### config.mk
export PLATFORM = sky130hd
export DESIGN_NAME = apb3_master_bridge_flat
export DESIGN_NICKNAME = d
export VERILOG_FILES = /design/src/rtl/apb3_master_bridge_if.sv /design/src/rtl/apb3_master_bridge.sv /design/src/flat_wrapper.sv
export SDC_FILE = /design/constraint.sdc
export NUM_CORES = 1
export LEC_CHECK = 0
export BUFFER_PORTS_ARGS = -buffer_cell sky130_fd_sc_hd__buf_2
export CORE_MARGIN = 2
export CORE_UTILIZATION = 48
export DETAILED_ROUTE_END_ITERATION = 8
export GPL_TIMING_DRIVEN = 0
export PLACE_DENSITY = 0.79
export SKIP_LAST_GASP = 1
export SLEW_MARGIN = 20
export SYNTH_ARGS = -nofsm -noshare
export SYNTH_HDL_FRONTEND = slang
export SYNTH_SLANG_ARGS = --single-unit
### constraint.sdc
create_clock -name pclk -period 3.9 [get_ports pclk]
set_input_delay 0 -clock pclk [delete_from_list [all_inputs] [get_ports pclk]]
set_output_delay 0 -clock pclk [all_outputs]
set_load 0.01 [all_outputs]
### src/rtl/apb3_master_bridge_if.sv
// Bundle of the command stream, response stream and APB3 bus signals for apb3_master_bridge.
// The "master" modport is the bridge's view. The "slave" modport is the view of the
// environment: the local controller and the APB3 slaves.
interface apb3_master_bridge_if #(
    parameter int ADDR_W = 32,
    parameter int DATA_W = 32
) ();
    // Command stream (local controller -> bridge)
    logic              cmd_valid;
    logic              cmd_ready;
    logic              cmd_write;
    logic [ADDR_W-1:0] cmd_addr;
    logic [DATA_W-1:0] cmd_wdata;

    // Response stream (bridge -> local controller)
    logic              rsp_valid;
    logic              rsp_ready;
    logic [DATA_W-1:0] rsp_rdata;
    logic              rsp_err;
    logic              rsp_timeout;

    // APB3 requester side
    logic              psel;
    logic              penable;
    logic              pwrite;
    logic [ADDR_W-1:0] paddr;
    logic [DATA_W-1:0] pwdata;
    logic [DATA_W-1:0] prdata;
    logic              pready;
    logic              pslverr;

    modport master (
        input  cmd_valid, cmd_write, cmd_addr, cmd_wdata,
        input  rsp_ready,
        input  prdata, pready, pslverr,
        output cmd_ready,
        output rsp_valid, rsp_rdata, rsp_err, rsp_timeout,
        output psel, penable, pwrite, paddr, pwdata
    );

    modport slave (
        output cmd_valid, cmd_write, cmd_addr, cmd_wdata,
        output rsp_ready,
        output prdata, pready, pslverr,
        input  cmd_ready,
        input  rsp_valid, rsp_rdata, rsp_err, rsp_timeout,
        input  psel, penable, pwrite, paddr, pwdata
    );
endinterface

### src/rtl/apb3_master_bridge.sv
// APB3 requester bridge. It accepts one valid/ready command, runs a single APB3
// SETUP/ACCESS transfer, and returns the completion on a valid/ready response stream.
// A watchdog aborts an ACCESS phase in which pready stays low for TIMEOUT cycles.
module apb3_master_bridge #(
    parameter int          ADDR_W  = 32,
    parameter int          DATA_W  = 32,
    parameter int unsigned TIMEOUT = 255
) (
    input  logic                 pclk,
    input  logic                 preset,
    apb3_master_bridge_if.master bus
);

    typedef enum logic [1:0] {
        ST_IDLE   = 2'd0,
        ST_SETUP  = 2'd1,
        ST_ACCESS = 2'd2,
        ST_RESP   = 2'd3
    } state_t;

    // The watchdog value seen in the last ACCESS cycle before an abort.
    // ACCESS cycle k sees r_wdog == k-1, so the abort decision falls on cycle TIMEOUT.
    localparam logic [15:0] WDOG_LAST = 16'(TIMEOUT - 1);

    state_t            r_state;
    logic [15:0]       r_wdog;
    logic              r_psel;
    logic              r_penable;
    logic              r_pwrite;
    logic [ADDR_W-1:0] r_paddr;
    logic [DATA_W-1:0] r_pwdata;
    logic              r_rsp_valid;
    logic [DATA_W-1:0] r_rsp_rdata;
    logic              r_rsp_err;
    logic              r_rsp_timeout;

    // Saturating increment, so the counter can never wrap back to a small value.
    function automatic logic [15:0] wdog_inc(input logic [15:0] value);
        if (value == 16'hFFFF) begin
            wdog_inc = value;
        end else begin
            wdog_inc = value + 16'd1;
        end
    endfunction

    // Transfer FSM. It drives all APB and response outputs from registers.
    always_ff @(posedge pclk or posedge preset) begin
        if (preset) begin
            r_state       <= ST_IDLE;
            r_wdog        <= 16'd0;
            r_psel        <= 1'b0;
            r_penable     <= 1'b0;
            r_pwrite      <= 1'b0;
            r_paddr       <= {ADDR_W{1'b0}};
            r_pwdata      <= {DATA_W{1'b0}};
            r_rsp_valid   <= 1'b0;
            r_rsp_rdata   <= {DATA_W{1'b0}};
            r_rsp_err     <= 1'b0;
            r_rsp_timeout <= 1'b0;
        end else begin
            case (r_state)
                ST_IDLE: begin
                    // cmd_ready is high in IDLE, so cmd_valid alone completes the handshake.
                    if (bus.cmd_valid) begin
                        r_pwrite  <= bus.cmd_write;
                        r_paddr   <= bus.cmd_addr;
                        r_pwdata  <= bus.cmd_wdata;
                        r_psel    <= 1'b1;
                        r_penable <= 1'b0;
                        r_state   <= ST_SETUP;
                    end else begin
                        r_psel    <= 1'b0;
                        r_penable <= 1'b0;
                    end
                end
                ST_SETUP: begin
                    r_penable <= 1'b1;
                    r_wdog    <= 16'd0;
                    r_state   <= ST_ACCESS;
                end
                ST_ACCESS: begin
                    // pready takes priority, so a completion on the expiry cycle is
                    // treated as normal and not as a timeout.
                    if (bus.pready) begin
                        r_rsp_rdata   <= r_pwrite ? {DATA_W{1'b0}} : bus.prdata;
                        r_rsp_err     <= bus.pslverr;
                        r_rsp_timeout <= 1'b0;
                        r_rsp_valid   <= 1'b1;
                        r_psel        <= 1'b0;
                        r_penable     <= 1'b0;
                        r_state       <= ST_RESP;
                    end else if (r_wdog == WDOG_LAST) begin
                        r_rsp_rdata   <= {DATA_W{1'b0}};
                        r_rsp_err     <= 1'b1;
                        r_rsp_timeout <= 1'b1;
                        r_rsp_valid   <= 1'b1;
                        r_psel        <= 1'b0;
                        r_penable     <= 1'b0;
                        r_state       <= ST_RESP;
                    end else begin
                        r_wdog <= wdog_inc(r_wdog);
                    end
                end
                ST_RESP: begin
                    if (bus.rsp_ready) begin
                        r_rsp_valid <= 1'b0;
                        r_state     <= ST_IDLE;
                    end else begin
                        r_rsp_valid <= 1'b1;
                    end
                end
                default: begin
                    r_psel      <= 1'b0;
                    r_penable   <= 1'b0;
                    r_rsp_valid <= 1'b0;
                    r_state     <= ST_IDLE;
                end
            endcase
        end
    end

    assign bus.cmd_ready   = (r_state == ST_IDLE);
    assign bus.psel        = r_psel;
    assign bus.penable     = r_penable;
    assign bus.pwrite      = r_pwrite;
    assign bus.paddr       = r_paddr;
    assign bus.pwdata      = r_pwdata;
    assign bus.rsp_valid   = r_rsp_valid;
    assign bus.rsp_rdata   = r_rsp_rdata;
    assign bus.rsp_err     = r_rsp_err;
    assign bus.rsp_timeout = r_rsp_timeout;

endmodule
### src/flat_wrapper.sv
// flat-port wrapper written by rule: the top's interface ports become plain ports
module apb3_master_bridge_flat 
#(
    parameter int          ADDR_W  = 32,
    parameter int          DATA_W  = 32,
    parameter int unsigned TIMEOUT = 255
)
  (pclk, preset, bus_cmd_valid, bus_cmd_write, bus_cmd_addr, bus_cmd_wdata, bus_rsp_ready, bus_prdata, bus_pready, bus_pslverr, bus_cmd_ready, bus_rsp_valid, bus_rsp_rdata, bus_rsp_err, bus_rsp_timeout, bus_psel, bus_penable, bus_pwrite, bus_paddr, bus_pwdata);
  apb3_master_bridge_if #(.ADDR_W(ADDR_W), .DATA_W(DATA_W)) bus_i ();
  input  logic pclk;
  input  logic preset;
  input wire logic [$bits(bus_i.cmd_valid)-1:0] bus_cmd_valid;
  input wire logic [$bits(bus_i.cmd_write)-1:0] bus_cmd_write;
  input wire logic [$bits(bus_i.cmd_addr)-1:0] bus_cmd_addr;
  input wire logic [$bits(bus_i.cmd_wdata)-1:0] bus_cmd_wdata;
  input wire logic [$bits(bus_i.rsp_ready)-1:0] bus_rsp_ready;
  input wire logic [$bits(bus_i.prdata)-1:0] bus_prdata;
  input wire logic [$bits(bus_i.pready)-1:0] bus_pready;
  input wire logic [$bits(bus_i.pslverr)-1:0] bus_pslverr;
  output wire logic [$bits(bus_i.cmd_ready)-1:0] bus_cmd_ready;
  output wire logic [$bits(bus_i.rsp_valid)-1:0] bus_rsp_valid;
  output wire logic [$bits(bus_i.rsp_rdata)-1:0] bus_rsp_rdata;
  output wire logic [$bits(bus_i.rsp_err)-1:0] bus_rsp_err;
  output wire logic [$bits(bus_i.rsp_timeout)-1:0] bus_rsp_timeout;
  output wire logic [$bits(bus_i.psel)-1:0] bus_psel;
  output wire logic [$bits(bus_i.penable)-1:0] bus_penable;
  output wire logic [$bits(bus_i.pwrite)-1:0] bus_pwrite;
  output wire logic [$bits(bus_i.paddr)-1:0] bus_paddr;
  output wire logic [$bits(bus_i.pwdata)-1:0] bus_pwdata;
  assign bus_i.cmd_valid = bus_cmd_valid;
  assign bus_i.cmd_write = bus_cmd_write;
  assign bus_i.cmd_addr = bus_cmd_addr;
  assign bus_i.cmd_wdata = bus_cmd_wdata;
  assign bus_i.rsp_ready = bus_rsp_ready;
  assign bus_i.prdata = bus_prdata;
  assign bus_i.pready = bus_pready;
  assign bus_i.pslverr = bus_pslverr;
  assign bus_cmd_ready = bus_i.cmd_ready;
  assign bus_rsp_valid = bus_i.rsp_valid;
  assign bus_rsp_rdata = bus_i.rsp_rdata;
  assign bus_rsp_err = bus_i.rsp_err;
  assign bus_rsp_timeout = bus_i.rsp_timeout;
  assign bus_psel = bus_i.psel;
  assign bus_penable = bus_i.penable;
  assign bus_pwrite = bus_i.pwrite;
  assign bus_paddr = bus_i.paddr;
  assign bus_pwdata = bus_i.pwdata;
  apb3_master_bridge #(.ADDR_W(ADDR_W), .DATA_W(DATA_W), .TIMEOUT(TIMEOUT)) u_core (.pclk(pclk), .preset(preset), .bus(bus_i));
endmodule
==> results of run 1 <==
-- sequential cells by signal (all words and copies together) (netlist names) --
| register | flops |
|---|---|
| u_core.bus.pwrite | 1 |
| u_core.bus.rsp_valid | 1 |
| u_core.bus.paddr | 32 |
| u_core.bus.penable | 1 |
| u_core.bus.psel | 1 |
| u_core.bus.rsp_timeout | 1 |
| u_core.bus.pwdata | 32 |
| u_core.bus.rsp_rdata | 32 |
| u_core.bus.rsp_err | 1 |
| u_core.r_wdog | 16 |
| u_core.r_state | 2 |
-- logic make-up (layout without fill, tap and decap cells) --
logic type	after synthesis	after routing	share of synthesized area
simple gates	66	66	0.0807
buf+inv	36	377	0.0341
fa+ha+maj	7	7	0.0171
mux	70	70	0.153
compound gates	79	79	0.130
flops	120	120	0.585
-- tightest hold or removal path, cell delays in order --
cell,delay (ns)
dlygate4sd3_1,0.53
buf_2,0.15
inv_6,0.31
-- final cells by class --
class	count	area [um2]
flip-flops and latches	120	3000
inverters	14	57.6
repair buffers	309	2080
clock buffers	17	414
fillers	633	2380
clock inverters	15	178
multi-input cells	222	1960
plain buffers	22	123
well taps	136	170
-- stage by stage --
step | utilization | power, mW
detailed placement | 0.614 | 4.15
global route | 0.771 | 6.23
CTS | 0.771 | 5.83
finish | 0.771 | 5.96
floorplan | - | 3.28
global placement | 0.610 | 4.05
-- cells in the final DEF, fill, tap and decap left out, types with 2 or more instances in the layout --
cell type	synthesis	final
nand3_1	6	6
nand2b_1	3	3
o311a_1	2	2
and4b_1	2	2
nand4_1	7	7
o41ai_1	5	5
inv_1	14	13
or3_1	3	3
bufinv_16	0	3
ha_1	7	7
clkbuf_1	14	14
buf_2	2	207
a22o_1	30	30
inv_6	0	3
nand2_1	11	11
buf_6	5	5
o311ai_0	2	2
a211o_1	4	4
a31oi_1	8	8
and4_1	2	2
clkinv_4	0	2
clkbuf_16	0	16
clkinv_2	0	3
a21o_1	3	3
nor2b_1	4	4
a21oi_1	7	7
dfrtp_1	120	120
a311oi_1	2	2
dlygate4sd3_1	0	103
mux2_2	66	66
nor4_1	6	5
o41a_1	3	3
nor2_1	5	5
mux2i_1	3	3
o211ai_1	4	4
or4_1	3	3
nor3_1	5	5
clkinvlp_4	0	5
-- routing by layer --
metal / wire [um] / track usage / up-vias
met3: 1210 / 0.0884 / 57
met5: 0 / 0 / -
met1: 6190 / 0.338 / 2291
met4: 658 / 0.139 / 0
li1: - / - / 2087
met2: 8940 / 0.537 / 267
-- power breakdown --
part           switching (mW)  leakage [nW]  internal, mW
Sequential              0.362          1.49          1.79
Combinational            1.15          2.10          1.09
Clock                   0.594         0.277         0.974
Total                    2.11          3.87          3.85
-- worst paths after layout --
path / cells after the start / endpoint / slack (ns) / startpoint
max in group asynchronous: 4 / u_core.bus.pwrite / 3.15 / preset
min reg2reg: 1 / u_core.bus.rsp_rdata[11] / 0.49 / u_core.bus.rsp_rdata[11]
max: 7 / u_core.bus.rsp_err / 0.86 / u_core.r_state[0]
min in group pclk: 3 / u_core.bus.rsp_rdata[13] / 0.23 / bus_prdata[13]
max reg2reg: 7 / u_core.bus.rsp_err / 0.86 / u_core.r_state[0]
min: 3 / u_core.bus.paddr[5] / 0.05 / preset
-- repair_timing --
item                                   CTS  global route
hold buffers                           103             0
endpoints found under the hold margin  222             0
buffers inserted                         0             0
setup endpoints to repair                0             0
==> results.json, run 1 <==
{
  "outcome": "completed",
  "holdCritPathClass": "in -> async",
  "n_antenna_cell": 0,
  "critical_path.max_fanout": 10,
  "cts.clk_slew.worst_paths_ns": 0.07,
  "hpwl_um": 9660,
  "io_pins": 206,
  "drc": 0,
  "start_util": 0.495,
  "yosysSeqAreaShare": 0.585,
  "syn2layout_area_growth_pct": 55.7,
  "dieWidth_um": 107,
  "cts_buffer_depth": 2,
  "synth_top_area_frac": 0.585,
  "crit_family": "buffers and inverters",
  "place_ws_ns": 1.36,
  "cts_tree": "yes",
  "finalCritPeriodShare": 0.780,
  "p_leak_nw": 3.87,
  "worst_pin_slew_ns": 0.801,
  "timing.final.ws_setup_ns": 0.858,
  "placed_area_um2": 6370,
  "grt_setup_unrepaired": "no",
  "numCtsBuffers": 17,
  "ys_ff_latch": 120,
  "syn-cell-area_um2": 5130,
  "fin_setup_tns_ns": 0,
  "path_cells": "inv_1 -> ha_1 -> clkbuf_1 -> clkbuf_1 -> buf_1 -> a31oi_1 -> dlygate4sd3_1",
  "final_max_slew_viol_count": 0,
  "routed_wirelength_um": 17000,
  "grt_max_degree": 78,
  "wl_per_cell_um": 19.9,
  "relSlewSlack": 0.462,
  "setup_viol": 0,
  "worst-setup-path-type": "reg -> reg",
  "die_area_um2": 11500,
  "peakVddDrop_v": 0.000508,
  "drv_cap": 0,
  "slowest_delay_ns": 0.58,
  "skew_ns": 0.0120,
  "first_iter_violations": 285,
  "place.gp.congestion": 0.933,
  "ctsResizeCount": 0,
  "fin_nets": 816,
  "crit_slowest_cell": "dlygate4sd3_1",
  "yosys.area.top_type": "dfrtp_1",
  "drive_gt1_frac": 0.444,
  "period_needed_ns": 3.04,
  "worstSetupEndpointType": "flip-flop",
  "async_flop_share": 1.00,
  "fin_cells": 855,
  "num_rows": 37,
  "critical_path.startpoint_type": "flip-flop",
  "avgSynthCellArea_um2": 13.6,
  "cts.sinks": 120,
  "dpl.cell_count": 720,
  "power.density_nw_per_um2": 746,
  "syn_nets": 488,
  "grt_use_total": 0.304,
  "htree_levels": 4,
  "cp.arrival_ns": 3.44,
  "clk_latency_ns": 0.52,
  "grt_pass1_vias": 5029,
  "synth.area.top_cells": "dfrtp_1 (59%), mux2_2 (14%), a22o_1 (5.1%), ha_1 (1.7%), buf_6 (1.1%)",
  "core_um2": 10400,
  "yosysMostFrequentCell": "dfrtp_1",
  "synth_edf_count": 0,
  "fin_hold_ws_ns": 0.0511,
  "required_ns": 4.29,
  "hold_viol": 0,
  "antenna_found_initial": 0,
  "overflow": 0,
  "netlist-cell-type-count": 51,
  "drtPass1Iterations": 5,
  "cts-root-buf": "clkbuf_8",
  "crit_path_frequent_cell": "clkbuf_1",
  "crit_buf_inv": 5,
  "max_clock_freq_mhz": 329,
  "synth_ff_type": "dfrtp_1",
  "io_buffers": 205,
  "vias_per_cell": 5.50,
  "grt_first_pass_wirelength_um": 26400,
  "synthCells": 378,
  "die_y_um": 107,
  "synthTopCellsByCount": "dfrtp_1 (120), mux2_2 (66), a22o_1 (30), clkbuf_1 (14), inv_1 (14)",
  "dr_total_vias": 4702,
  "design_area_um2": 7990,
  "antenna_left": 0,
  "yosys_warnings": 0
}
Note: power is estimated with default switching activity, not from simulation.
==> run 2: changes to the inputs <==
- ABC_AREA: unset -> 1
- CORE_UTILIZATION: 48 -> 44
- PLACE_DENSITY: 0.79 -> 0.76
- clock period: 3.9 -> 2.5 ns (I/O delays scaled with it)
==> run 2 against run 1 <==
Utilization down 7.6 points. Die area up 13%. Clock skew down 0.0035 ns. Final area up 3.5%. Hold slack better by 0.0081 ns. Highest routed layer unchanged.
==> results.json, run 2 <==
{
  "first_iter_violations": 336,
  "hold_path_depth": 5,
  "combPwrFrac": 0.370,
  "cts.sinks": 120,
  "period_needed_ns": 2.06,
  "mostFrequentLayoutCell": "nand2_1",
  "clkPwrFrac": 0.280,
  "die_y_um": 114,
  "yosysSeqAreaShare": 0.563,
  "power_mw": 9.06,
  "critical_path.max_fanout": 10,
  "io_pins": 206,
  "yosys.area.top_type": "dfrtp_1",
  "avgSynthCellArea_um2": 8.14,
  "r2r_cells": 7,
  "hold_viol": 0,
  "cts-root-buf": "clkbuf_16",
  "htree_levels": 4,
  "synthTopCellsByCount": "nand2_1 (316), dfrtp_1 (120), nand3_1 (72), nor2_1 (43), inv_1 (22)",
  "syn-cell-area_um2": 5340,
  "fillCellCount": 837,
  "placed_area_um2": 6640,
  "routed_wirelength_um": 16800,
  "relSlewSlack": 0.656,
  "place_ws_ns": 0.485,
  "ys_ff_latch": 120,
  "async_flop_share": 1.00,
  "outcome": "completed",
  "timing.rr.end": "u_core.bus.pwdata[1]",
  "synth_top_area_frac": 0.563,
  "power.density_nw_per_um2": 1100,
  "vias_per_cell": 4.90,
  "num_rows": 40,
  "drive_gt1_frac": 0.276,
  "design_area_um2": 8270,
  "overflow": 0,
  "hold_buffers": 100,
  "dr_total_vias": 5615,
  "grt_first_pass_wirelength_um": 27600,
  "crit_start": "u_core.r_state[0]",
  "skew_ns": 0.00854,
  "die_area_um2": 13000,
  "peakVddDrop_v": 0.000642,
  "worst-setup-path-type": "reg -> reg",
  "antenna_found_initial": 1,
  "cts_tree": "yes",
  "cp.arrival_ns": 2.39,
  "core_um2": 11900,
  "worst_pin_slew_ns": 0.515,
  "syn_nets": 766,
  "finalCritPeriodShare": 0.823,
  "critical_path.startpoint_type": "flip-flop",
  "switching_share": 0.373,
  "internal_power_mw": 5.68,
  "min_from": "bus_pready",
  "seqPwrFrac": 0.349,
  "final_max_slew_viol_count": 0,
  "grt_setup_unrepaired": "no",
  "r2r-start": "u_core.r_state[0]",
  "netlist-cell-type-count": 30,
  "fin_hold_ws_ns": 0.0592,
  "clk_latency_ns": 0.41,
  "dpl.cell_count": 1012,
  "start_util": 0.448,
  "drv_cap": 0,
  "hpwl_um": 10200,
  "numCtsBuffers": 17,
  "p_leak_nw": 4.58,
  "yosysMostFrequentCell": "nand2_1",
  "holdCritPathClass": "in -> reg",
  "antenna_left": 0,
  "fin_nets": 1094,
  "post-cts-setup-buffers": 0,
  "io_buffers": 205,
  "required_ns": 2.83,
  "cts_buffer_depth": 2,
  "synthCells": 656,
  "reg2reg_setup_slack_ns": 0.44,
  "whs_endpoint": "u_core.bus.rsp_rdata[20]",
  "syn2layout_area_growth_pct": 54.9,
  "dieWidth_um": 114,
  "grt_pass1_vias": 5760,
  "fin_cells": 1145,
  "cts.clk_slew.worst_paths_ns": 0.05,
  "final_cell_mix": "nand2_1 (316), buf_2 (211), dfrtp_1 (120)",
  "synth_edf_count": 0,
  "timing.final.ws_setup_ns": 0.442,
  "drc": 0,
  "max_clock_freq_mhz": 486,
  "yosys_warnings": 0,
  "ctsResizeCount": 0,
  "worstSetupEndpointType": "flip-flop",
  "grt_use_total": 0.269,
  "setup_viol": 0,
  "drtPass1Iterations": 5,
  "fin_setup_tns_ns": 0,
  "p_switching_mw": 3.38,
  "place.gp.congestion": 0.886,
  "final_util": 0.694,
  "grt_max_degree": 34,
  "synth_ff_type": "dfrtp_1",
  "wl_per_cell_um": 14.7,
  "synth.area.top_cells": "dfrtp_1 (56%), nand2_1 (22%), nand3_1 (6.8%), nor2_1 (3.0%), ha_1 (1.6%)"
}
[run 2: worst max-delay path by stage]
| stage | end | slack, ns |
|---|---|---|
| 6_report | u_core.bus.pwdata[1] | 0.44 |
| 5_1_grt | u_core.bus.paddr[13] | 0.25 |
| 4_1_cts | u_core.bus.rsp_rdata[21] | 0.47 |
| 3_5_place_dp | u_core.bus.rsp_rdata[30] | 0.48 |
| 3_3_place_gp | u_core.bus.pwdata[23] | 0.22 |
| 2_1_floorplan | u_core.bus.rsp_rdata[0] | 0.89 |
[run 2: logic make-up (layout without fill, tap and decap cells)]
group	Yosys count	count (layout)	synth area share
and+or+nand+nor	455	455	0.357
DFF	120	120	0.563
other	0	1	0
AOI/OAI and AO/OA	16	16	0.0169
xor gates and xnor gates	2	2	0.00328
adders and majority gates	7	7	0.0164
buffers and inverters	56	397	0.0436
[run 2: layer usage]
| metal | track usage | wire [um] | up-vias |
|---|---|---|---|
| met1 | 0.324 | 6500 | 2587 |
| met2 | 0.444 | 8350 | 263 |
| met3 | 0.0688 | 1270 | 64 |
| li1 | - | - | 2701 |
| met5 | 0 | 0 | - |
| met4 | 0.146 | 690 | 0 |
[run 2: power by group through the flow]
stage | combinational, mW | clock (mW) | sequential [mW]
5_1_grt | 3.73 | 2.66 | 3.25
3_5_place_dp | 3.18 | 0 | 3.13
4_1_cts | 3.29 | 2.57 | 3.13
3_3_place_gp | 3.09 | 0 | 3.13
6_report | 3.36 | 2.54 | 3.16
2_1_floorplan | 1.51 | 0 | 3.47
[run 2: layout make-up]
cell class / instances / area [um2] / area share
multi-input combinational: 480 / 2100 / 0.254
clock buffer: 21 / 480 / 0.0581
inverter: 26 / 101 / 0.0123
buffer: 30 / 135 / 0.0163
timing repair buffer: 309 / 2110 / 0.256
tap: 147 / 184 / 0.0222
sequential: 120 / 3000 / 0.363
clock inverter: 11 / 145 / 0.0176
antenna: 1 / 2.50 / 0.000303
[run 2: critical path, cell delays in order (launching register included)]
cell and delay (ns):
dfrtp_1 0.42, inv_1 0.08, ha_1 0.25, nand2_1 0.14
clkbuf_1 0.41, clkbuf_1 0.42, nand2_1 0.13, nand2_1 0.12
==> run 3: changes to the inputs <==
- clock period: 2.5 -> 1.8 ns (I/O delays scaled with it)
==> run 3 against run 2 <==
Flip-flop and latch count unchanged. Clock power up 39%. Largest power group unchanged. Largest cell class unchanged. Die area unchanged. Cell count about the same. Clock skew down 0.00079 ns. Routed wire length up 2.4%. Utilization up 0.56 points. Power up 41%.
==> results.json, run 3 (synthesis gave the netlist of run 2 again) <==
{
  "outcome": "completed",
  "grt_util_met1": 0.324,
  "crit_slowest_cell": "dfrtp_1",
  "hold_viol": 0,
  "p_leak_nw": 4.62,
  "worst-setup-path-type": "reg -> reg",
  "cts.sinks": 120,
  "grt_first_pass_wirelength_um": 28100,
  "critical_path.startpoint_type": "flip-flop",
  "worstSetupEndpointType": "flip-flop",
  "slowest_delay_ns": 0.42,
  "worst_pin_slew_ns": 0.510,
  "overflow": 0,
  "place.gp.congestion": 0.886,
  "use_met2": 0.463,
  "fin_setup_tns_ns": 0,
  "power.density_nw_per_um2": 1530,
  "period_needed_ns": 1.69,
  "grt_pass1_vias": 5849,
  "antenna_found_initial": 2,
  "core_um2": 11900,
  "top_usage_layer": "met2",
  "fin_cells": 1146,
  "drc": 0,
  "numCtsBuffers": 17,
  "clk_latency_ns": 0.41,
  "required_ns": 2.10,
  "start_util": 0.448,
  "antenna_left": 0,
  "grt_max_degree": 34,
  "reg2reg_setup_slack_ns": 0.11,
  "timing.final.ws_setup_ns": 0.113,
  "use_met3": 0.0725,
  "r2r_cells": 9,
  "dieWidth_um": 114,
  "final_max_slew_viol_count": 0,
  "cts_buffer_depth": 2,
  "mostFrequentLayoutCell": "nand2_1",
  "fillCellCount": 835,
  "fin_nets": 1094,
  "max_clock_freq_mhz": 593,
  "die_area_um2": 13000,
  "io_buffers": 205,
  "final_util": 0.700,
  "power_mw": 12.7,
  "dr_total_vias": 5659,
  "routed_wirelength_um": 17200,
  "vias_per_cell": 4.94,
  "grt_setup_unrepaired": "yes",
  "hpwl_um": 10200,
  "num_rows": 40,
  "grt_use_total": 0.275,
  "finalCritPeriodShare": 0.937,
  "io_pins": 206,
  "htree_levels": 4,
  "drive_gt1_frac": 0.292,
  "relSlewSlack": 0.660,
  "syn2layout_area_growth_pct": 56.1,
  "wl_per_cell_um": 15.0,
  "peakVddDrop_v": 0.000908,
  "dpl.cell_count": 1012,
  "path_cells": "ha_1 -> nand3_2 -> nor2_4 -> nand3_4 -> nand2_2 -> nor2_4 -> buf_6 -> nand2_1 -> nand2_1",
  "cts-root-buf": "clkbuf_16",
  "place_ws_ns": -0.215,
  "cp.arrival_ns": 1.99,
  "cts.clk_slew.worst_paths_ns": 0.05,
  "hold_path_depth": 4,
  "setup_viol": 0,
  "skew_ns": 0.00776,
  "drv_cap": 0,
  "drtPass1Iterations": 5,
  "first_iter_violations": 373,
  "post-cts-setup-buffers": 0,
  "final_cell_mix": "nand2_1 (316), buf_2 (214), dfrtp_1 (120)",
  "critical_path.max_fanout": 10,
  "holdCritPathClass": "in -> reg",
  "cts_tree": "yes",
  "die_y_um": 114
}
[run 3: cell count changes in the layout (fill, tap and decap cells not counted), moves of 2 or more]
cell	before	now
ha_1	7	5
clkbuf_1	15	6
clkbuf_4	0	4
buf_2	211	214
clkbuf_2	0	4
buf_4	0	2
buf_1	7	3
[run 3: path summary, 6_finish.rpt]
| check | start | endpoint |
|---|---|---|
| worst max-delay path | u_core.r_wdog[0] | u_core.r_wdog[3] |
| worst min-delay path | bus_pready | u_core.bus.rsp_rdata[20] |
| worst max register to register | u_core.r_wdog[0] | u_core.r_wdog[3] |
| worst min register to register | u_core.bus.pwdata[25] | u_core.bus.pwdata[25] |
| max in group asynchronous | preset | u_core.bus.pwdata[22] |
| min in group asynchronous | preset | u_core.bus.rsp_rdata[4] |
[run 3: metal layers]
| metal | vias up | wire length, um |
|---|---|---|
| li1 | 2707 | - |
| met2 | 275 | 8750 |
| met3 | 58 | 1250 |
| met4 | 0 | 633 |
| met5 | - | 0 |
| met1 | 2619 | 6580 |
[run 3: what timing repair did]
| item | CTS | global route |
|---|---|---|
| setup endpoints to repair | 89 | 91 |
| hold buffers | 100 | 0 |
| gates cloned | 0 | 0 |
| resized for setup | 12 | 23 |
| hold endpoints to repair | 186 | 0 |
[run 3: final cells by class]
type	count	area, um2	area share
Tap cell	147	184	0.0221
Antenna cell	2	5.00	0.000601
Buffer	30	166	0.0200
Inverter	26	101	0.0122
Clock buffer	21	480	0.0576
Timing Repair Buffer	309	2110	0.254
Sequential cell	120	3000	0.360
Clock inverter	11	145	0.0174
Multi-Input combinational cell	480	2130	0.256
[run 3: through the flow]
step,hold slack [ns],cell area [um2]
global route,0.0771,8330
detailed placement,0.0610,6640
global placement,0.193,6550
CTS,0.0619,8290
floorplan,0.110,5340
finish,0.0665,8330
[run 3: report_power, final]
group	leakage (nW)	switching, mW	internal, mW
combinational	2.79	2.91	1.89
clock	0.301	1.22	2.32
sequential	1.53	0.645	3.76
[run 3: worst max-delay path, delay by kind of cell, from the launching register on]
kind                       cells  cell delay (ns)
adders and majority gates      1             0.26
buffers and inverters          1             0.16
DFF                            1             0.42
and+or+nand+nor                7             0.73
